**src/rtl/hy207_pkg.sv**
```systemverilog
// hy207_pkg: shared types and constants for the HY-207 board blocks
package hy207_pkg;
  typedef enum logic [1:0] {
    LATCH = 2'd0,
    BLINK = 2'd1,
    CHASE = 2'd2
  } mode_t;
  localparam logic LED_ON  = 1'b0;
  localparam logic LED_OFF = 1'b1;
  localparam int NUM_BTN = 4;
  localparam int NUM_LED = 8;
  function automatic mode_t next_mode(input mode_t m);
    return (m == LATCH) ? BLINK : (m == BLINK) ? CHASE : LATCH;
  endfunction
endpackage

```
**src/rtl/led_bank_ctrl_tick_gen.sv**
```systemverilog
// tick_gen: free-running prescaler emitting a one-cycle tick at each wrap
module tick_gen #(
  parameter int CLK_HZ  = 50_000_000,
  parameter int TICK_HZ = 4
) (
  input  logic clk,
  input  logic rst_n,
  output logic o_tick
);
  localparam int DIV = CLK_HZ / TICK_HZ;
  localparam int W   = (DIV > 1) ? $clog2(DIV) : 1;
  logic [W-1:0] cnt;
  assign o_tick = (cnt == W'(DIV - 1));
  // count 0..DIV-1 and wrap
  always_ff @(posedge clk or negedge rst_n)
    if (!rst_n) cnt <= '0;
    else cnt <= o_tick ? '0 : cnt + 1'b1;
endmodule

```
**src/rtl/led_bank_ctrl.sv**
```systemverilog
// led_bank_ctrl: button-latched LED bank with LATCH/BLINK/CHASE sequencer and buzzer
module led_bank_ctrl
  import hy207_pkg::*;
#(
  parameter int CLK_HZ     = 50_000_000,
  parameter int TICK_HZ    = 4,
  parameter int HOLD_TICKS = 4
) (
  input  logic               clk,
  input  logic               rst_n,
  input  logic [NUM_BTN-1:0] i_flag_btn_down,
  input  logic [NUM_BTN-1:0] i_flag_btn_up,
  output logic [NUM_LED-1:0] o_led_n,
  output logic               o_buzzer_n,
  output logic [1:0]         o_mode
);
  localparam int HW = $clog2(HOLD_TICKS + 1);
  logic               tick;
  logic [NUM_BTN-1:0] latch, latch_nx;
  mode_t              mode, mode_nx;
  logic               phase, phase_nx;
  logic [2:0]         pos, pos_nx;
  logic               dir, dir_nx;
  logic [HW-1:0]      hold_cnt, hold_cnt_nx;
  logic               hold_act, hold_act_nx;
  logic [1:0]         beep_cnt, beep_nx;
  logic               long_p, short_p;
  logic [NUM_LED-1:0] led_nx;
  logic               unused_up;
  assign unused_up = ^i_flag_btn_up[2:0];
  tick_gen #(.CLK_HZ(CLK_HZ), .TICK_HZ(TICK_HZ)) u_tick (
    .clk   (clk),
    .rst_n (rst_n),
    .o_tick(tick)
  );
  assign long_p  = i_flag_btn_up[3] && hold_act && (hold_cnt >= HW'(HOLD_TICKS));
  assign short_p = i_flag_btn_up[3] && hold_act && !long_p;
  // next state: hold timing, toggles, chase walk, mode advance and beep
  always_comb begin
    latch_nx    = latch;
    mode_nx     = mode;
    phase_nx    = phase ^ tick;
    pos_nx      = pos;
    dir_nx      = dir;
    hold_act_nx = hold_act;
    hold_cnt_nx = (hold_act && tick && hold_cnt < HW'(HOLD_TICKS)) ? hold_cnt + 1'b1 : hold_cnt;
    beep_nx     = (tick && beep_cnt != 2'd0) ? beep_cnt - 2'd1 : beep_cnt;
    if (i_flag_btn_up[3]) hold_act_nx = 1'b0;
    if (i_flag_btn_down[3]) begin
      hold_act_nx = 1'b1;
      hold_cnt_nx = '0;
    end
    if (mode != CHASE) latch_nx = latch ^ {short_p, i_flag_btn_down[2:0]};
    else begin
      dir_nx = dir ^ i_flag_btn_down[0];
      pos_nx = tick ? (dir ? pos - 3'd1 : pos + 3'd1) : pos;
    end
    if (long_p) begin
      mode_nx = next_mode(mode);
      beep_nx = 2'd1;
      if (mode_nx == CHASE) begin
        pos_nx = 3'd0;
        dir_nx = 1'b0;
      end
    end
  end
  // LED pattern from the registered state; upper LEDs mirror the lower ones inverted
  always_comb begin
    led_nx = (mode == CHASE) ? ~(NUM_LED'(1) << pos)
           : (mode == BLINK && !phase) ? {NUM_LED{LED_OFF}}
           : {latch, ~latch};
  end
  // state and registered outputs
  always_ff @(posedge clk or negedge rst_n)
    if (!rst_n) begin
      latch      <= '0;
      mode       <= LATCH;
      phase      <= 1'b0;
      pos        <= 3'd0;
      dir        <= 1'b0;
      hold_cnt   <= '0;
      hold_act   <= 1'b0;
      beep_cnt   <= 2'd0;
      o_led_n    <= 8'h0F;
      o_buzzer_n <= LED_OFF;
      o_mode     <= 2'd0;
    end else begin
      latch      <= latch_nx;
      mode       <= mode_nx;
      phase      <= phase_nx;
      pos        <= pos_nx;
      dir        <= dir_nx;
      hold_cnt   <= hold_cnt_nx;
      hold_act   <= hold_act_nx;
      beep_cnt   <= beep_nx;
      o_led_n    <= led_nx;
      o_buzzer_n <= (beep_cnt == 2'd0);
      o_mode     <= mode;
    end
endmodule

```
**config.mk**
```make
export PLATFORM = sky130hd
export DESIGN_NAME = led_bank_ctrl
export DESIGN_NICKNAME = d
export VERILOG_FILES = /design/src/rtl/hy207_pkg.sv /design/src/rtl/led_bank_ctrl_tick_gen.sv /design/src/rtl/led_bank_ctrl.sv
export SDC_FILE = /design/constraint.sdc
export NUM_CORES = 1
export LEC_CHECK = 0
export CORE_MARGIN = 5
export CORE_UTILIZATION = 35
export CTS_BUF_LIST = sky130_fd_sc_hd__clkbuf_4
export CTS_CLUSTER_SIZE = 16
export DETAILED_ROUTE_END_ITERATION = 8
export GPL_TIMING_DRIVEN = 0
export PLACE_DENSITY_LB_ADDON = 0.2
export SYNTH_ARGS = -nofsm -noshare
export SYNTH_HDL_FRONTEND = slang
export SYNTH_SLANG_ARGS = --single-unit
```
**constraint.sdc**
```tcl
create_clock -name clk -period 2.4 [get_ports clk]
set_clock_uncertainty 0.1 [all_clocks]
set_input_delay 0.36 -clock clk [delete_from_list [all_inputs] [get_ports clk]]
set_output_delay 0.36 -clock clk [all_outputs]
set_load 0.02 [all_outputs]
```
# --- Word-level counts from Yosys, hierarchy flattened ---
# Index checks and enable logic that the tools add are counted.
word_totals:
  register_bits: 52
  input_bits: 10
  elab_cells: 64
op_classes:
  n_addsub: 5
  n_lt_le_gt_ge: 2
  n_eq_ne: 5
  n_shift: 1
  mux: 19
  bitwise_logic: 5
  n_reduce_logical: 15
ops:
  columns: ["cell", "count"]
  rows:
  - ["$add 24x1->24 const B", 1]
  - ["$eq 24x24->1 const B", 1]
  - ["$mux 24", 1]
  - ["$mux 3", 7]
  - ["$mux 8", 2]
  - ["$mux 2", 4]
  - ["$not 8->8", 1]
  - ["$reduce_bool 2->1", 4]
  - ["$shl 1x3->8 const A", 1]
  - ["$logic_and 1x1->1", 7]
  - ["$add 3x1->3 const B", 2]
  - ["$mux 1", 5]
  - ["$eq 2x2->1 const B", 2]
  - ["$logic_not 2->1", 2]
  - ["$not 4->4", 1]
  - ["$xor 4x4->4", 1]
  - ["$ge 3x3->1 const B", 1]
  - ["$lt 3x3->1 const B", 1]
  - ["$sub 3x1->3 const B", 1]
  - ["$eq 2x1->1 const B", 1]
  - ["$logic_not 1->1", 2]
  - ["$ne 2x2->1 const B", 1]
  - ["$sub 2x1->2 const B", 1]
  - ["$xor 1x1->1", 2]

# --- Depth between registers and ports, before layout ---
depth:
  word_depth: 6
  depth_mapped: 7

# --- Modules after synthesis ---
# Synthesis repeated with hierarchy kept, for this count alone.
unflattened:
  cells_unflattened: 220
  area_unflattened_um2: 2384.8
modules_own_cells:
  columns: ["mod", "instances", "cells_per_inst", "area_each_um2", "seq_area_each_um2"]
  rows:
  - ["led_bank_ctrl", 1, 104, 1207.4, 706.9]
  - ["tick_gen", 1, 116, 1177.4, 600.6]

# --- Worst setup path before layout ---
# Ideal clock, no wire load.
synth_timing:
  kind: "flip-flop to flip-flop"
  start: "reg pos[0]"
  end: "reg pos[2]"
  setup_ns: 0.077
  arrival_time_ns: 1.770
  t_required_ns: 2.223
  path_slack_ns: 0.452
  path_stages_with_launch: 8
  n_path_buf: 1
  period_less_slack_ns: 1.948
  cell_sequence: "dfrtp_1 -> clkbuf_1 -> inv_1 -> fa_1 -> xnor2_1 -> nand2_1 -> or4_1 -> a21oi_1"
synth_between:
  elab_chain_len: 6
  word_cells_on_any_way: 7
  classes_between: "add/sub: 2; mux: 5"
synth_rtl:
  columns: ["item", "line_no", "rtl"]
  rows:
  - ["start: declaration", "led_bank_ctrl.sv:22", "logic [2:0] pos, pos_nx;"]
  - ["start signal: assignment", "led_bank_ctrl.sv:91", "pos <= pos_nx;"]
  - ["$add 3x1->3 / $sub 3x1->3 (equally long branches)", "led_bank_ctrl.sv:56", "pos_nx = tick ? (dir ? pos - 3'd1 : pos + 3'd1) : pos;"]
  - ["$mux 3 (*) (2 in series)", "led_bank_ctrl.sv:56", null]
  - ["$mux 3 (*)", "led_bank_ctrl.sv:53", "if (mode != CHASE) latch_nx = latch ^ {short_p, i_flag_btn_down[2:0]};"]
  - ["$mux 3", "led_bank_ctrl.sv:61", "if (mode_nx == CHASE) begin"]
  - ["$mux 3 (*)", "led_bank_ctrl.sv:58", "if (long_p) begin"]
  - ["named net pos_nx[2]", "led_bank_ctrl.sv:22", null]
# Mark *: on every way through the listed nets, which the timed path passes. The rest lies on a longest branch.
# A chain may end at the register's enable or synchronous reset.

# --- Worst setup path in the final report ---
layout_timing:
  start: "reg u_tick.cnt[0]"
  end: "reg u_tick.cnt[19]"
layout_between:
  elab_chain_len: 2
  word_cells_on_any_way: 3
  classes_between: "add/sub: 1; eq/ne: 1; mux: 1"
layout_rtl:
  columns: ["item", "line_no", "rtl"]
  rows:
  - ["start: declaration", "led_bank_ctrl_tick_gen.sv:12", "logic [W-1:0] cnt;"]
  - ["start signal: assignment", "led_bank_ctrl_tick_gen.sv:17", "else cnt <= o_tick ? '0 : cnt + 1'b1;"]
  - ["$add 24x1->24 / $eq 24x24->1 (equally long branches)", "led_bank_ctrl_tick_gen.sv:17, led_bank_ctrl_tick_gen.sv:13", null]
  - ["$mux 24 (*)", "led_bank_ctrl_tick_gen.sv:17", null]
# Mark *: on every way between the ends. The rest lies on a longest branch, timed or not.

==> results.ini <==
[run_status]
status = finished clean

[global_routing]
grt_pass1_wl_um = 8000
grt_start_max_net_pins = 33
gr-total-overflow = 0
grt_use_total_pct = 11.5
antenna_found_initial = 0
grt_pass1_vias = 1699

[critical_path]
required_ns = 2.56
critPathMaxFanout = 10
path_class = flop to flop
start_kind = flop
arrival_ns = 2.32
critical_path.endpoint_type = flop

[final_layout]
final_area_um2 = 2840
n_antenna_cell = 0
syn_to_final_growth_pct = 15.2
layout.nets = 265
drive_gt1_share_pct = 12.7
stdcell_count = 348

[die]
rows = 30
design.core.area_um2 = 6830
start_util_pct = 36.1
dieHeight_um = 94.0
dieArea_um2 = 8830
die_x_um = 94.0
ioPinCount = 21

[power]
switching_share_pct = 27.3
power_frac_clock_pct = 22.3
pwr-share-comb_pct = 19.7
leakage_uw = 0.00121
finalPower_uw = 1810
power_density_nw_per_um2 = 638
seq_power_share_pct = 58.0
p_switching_uw = 495
vdd_ir_drop_max_mv = 0.272
cellInternalPower_uw = 1320

[yosys]
synthTopCellsByArea = dfrtp_1 (48%), dfstp_2 (5.3%), xnor2_1 (4.6%)
synth_nets = 239
synth_area_um2 = 2470
synth_seq_cells = 52
synth-seq-area-share_pct = 53.0
synth_fa_ha_area_share_pct = 2.33
yosys.cell_types.count = 49
synth_area_per_cell_um2 = 11.0
yosys_most_used_dff = dfrtp_1
synth_top_cell_area_share_pct = 47.7
async_reset_ff_share_pct = 100
synth_xor_xnor_area_share_pct = 7.45
synth_top_family_by_area = simple AND/OR/NAND/NOR gates
yosysTopAreaCell = dfrtp_1
synthMuxAreaShare_pct = 2.89
synthTopCellsByCount = dfrtp_1 (47), nor2_1 (21), nand2_1 (18)
synth.most_common_cell = dfrtp_1
synth_edf_count = 0
synth_warnings = 0
synthSimpleGateAreaFrac_pct = 22.0
syn_inst = 225
synth_compound_area_share_pct = 9.13

[route]
antenna_left = 0
wirelength_um = 4510
drc = 0
vias = 1717
via_per_inst = 4.93
dr.first_iter.drc_count = 24
wire_per_inst_um = 12.9
drt-pass1-iter-count = 4

[place]
dpl-instance-area_um2 = 2770
dp_hpwl_um = 3300
gp_congestion = 0.721
io_buffers = 17
dp.cells = 339
place_ws_ns = 0.133

[clocking]
clock_latency_ns = 0.38
clkSinkCount = 52
clockBufferDepth = 2
cts_tree = built
cts_made_buffers = 5
cts.htree.levels = 2
clk_pin_slew_ns = 0.16
cts_root_buf = clkbuf_4

[timing]
fmax_mhz = 463
maxSlewViolCount = 0
rsz0062_at_grt = no
hold_viol = 0
holdWs_ns = 0.354
finalSetupViolCount = 0
slew-limit-headroom_pct = 63.5
worst_pin_slew_ns = 0.544
fin_crit_sh_pct = 89.9
fin_crit_ns = 2.16
final.setup.worst_slack_ns = 0.241

[job]
max_cap_violations = 0

[min_path]
hold_class = primary input to async pin

## logic make-up (layout without fill, tap and decap cells)
kind of cell,after synthesis,in the layout
buf+inv,15,42
simple gates,94,94
compound gates,32,32
xor+xnor,21,21
fa+ha+maj,4,4
flops,52,52
mux,7,7
## layout by cell type, fill, tap and decap left out, drive strengths merged, types with 7 or more instances in the layout
cell,synthesis,routed
nor3,7,7
dfrtp,47,47
nand3,10,10
clkdlybuf4s50,0,16
nor2,21,21
inv,8,8
nand4,10,10
clkbuf,4,10
nand2,18,18
xnor2,13,13
xor2,8,8
## sequential cells by signal (all words and copies together), names as in the netlist
register    cells
mode            2
u_tick.cnt     24
o_buzzer_n      1
dir             1
latch           4
o_mode          2
phase           1
hold_act        1
beep_cnt        2
hold_cnt        3
pos             3
o_led_n         8
## per-stage QoR
| step | utilization, % | setup TNS, ns |
|---|---|---|
| floorplan | - | 0 |
| global placement | 40.4 | -34.94 |
| detailed placement | 40.6 | 0 |
| CTS | 41.6 | 0 |
| global route | 41.6 | 0 |
| finish | 41.6 | 0 |
## per-layer routing
metal,GRT usage (%),vias to the layer above,part of all wire (%)
met2,18.2,24,46
met4,4.33,0,1.6
met1,15.1,824,49
li1,-,861,-
met5,0,-,0
met3,2.80,8,4.0
## worst paths after layout
| kind | slack [ns] | endpoint | cells after the start | startpoint |
|---|---|---|---|---|
| hold / removal | 0.35 | hold_cnt[1]$_DFFE_PN0P_ | 2 | rst_n |
| setup reg to reg | 0.24 | u_tick.cnt[19]$_DFF_PN0_ | 7 | u_tick.cnt[0]$_DFF_PN0_ |
| setup / recovery | 0.24 | u_tick.cnt[19]$_DFF_PN0_ | 7 | u_tick.cnt[0]$_DFF_PN0_ |
| max in group asynchronous | 1.23 | o_led_n[1]$_DFF_PN1_ | 3 | rst_n |
| hold reg to reg | 0.38 | o_led_n[1]$_DFF_PN1_ | 1 | latch[1]$_DFFE_PN0N_ |
| min in group clk | 0.38 | o_led_n[1]$_DFF_PN1_ | 1 | latch[1]$_DFFE_PN0N_ |
## power groups by stage
stage,clock network [uW],registers [uW],logic [uW]
after floorplan,0,1160,85.6
after global placement,0,1070,358
after detailed placement,0,1070,362
after CTS,421,1050,365
after global routing,455,1070,384
final,405,1050,357
## cell type report
type	count	area (um2)
Fill cell	681	3990
Sequential cell	52	1310
Multi-Input combinational cell	158	1080
Timing Repair Buffer	19	195
Tap cell	96	120
Buffer	7	48.8
Clock buffer	6	45.0
Inverter	8	30.0
Clock inverter	2	12.5
## critical path: stages, from the launching register on
cell	delay, ns
dfrtp_1	0.45
ha_1	0.24
and4_1	0.21
clkbuf_4	0.17
nand2_1	0.20
nor2_2	0.30
buf_2	0.28
nor3_1	0.09
## repair_timing
item | 4_1_cts | 5_1_grt
setup buffers | 0 | 0
hold endpoints to repair | 20 | 0
resized for setup | 0 | 1
hold buffers | 1 | 0
setup endpoints to repair | 0 | 10
Note: power is estimated with default switching activity, not from simulation.
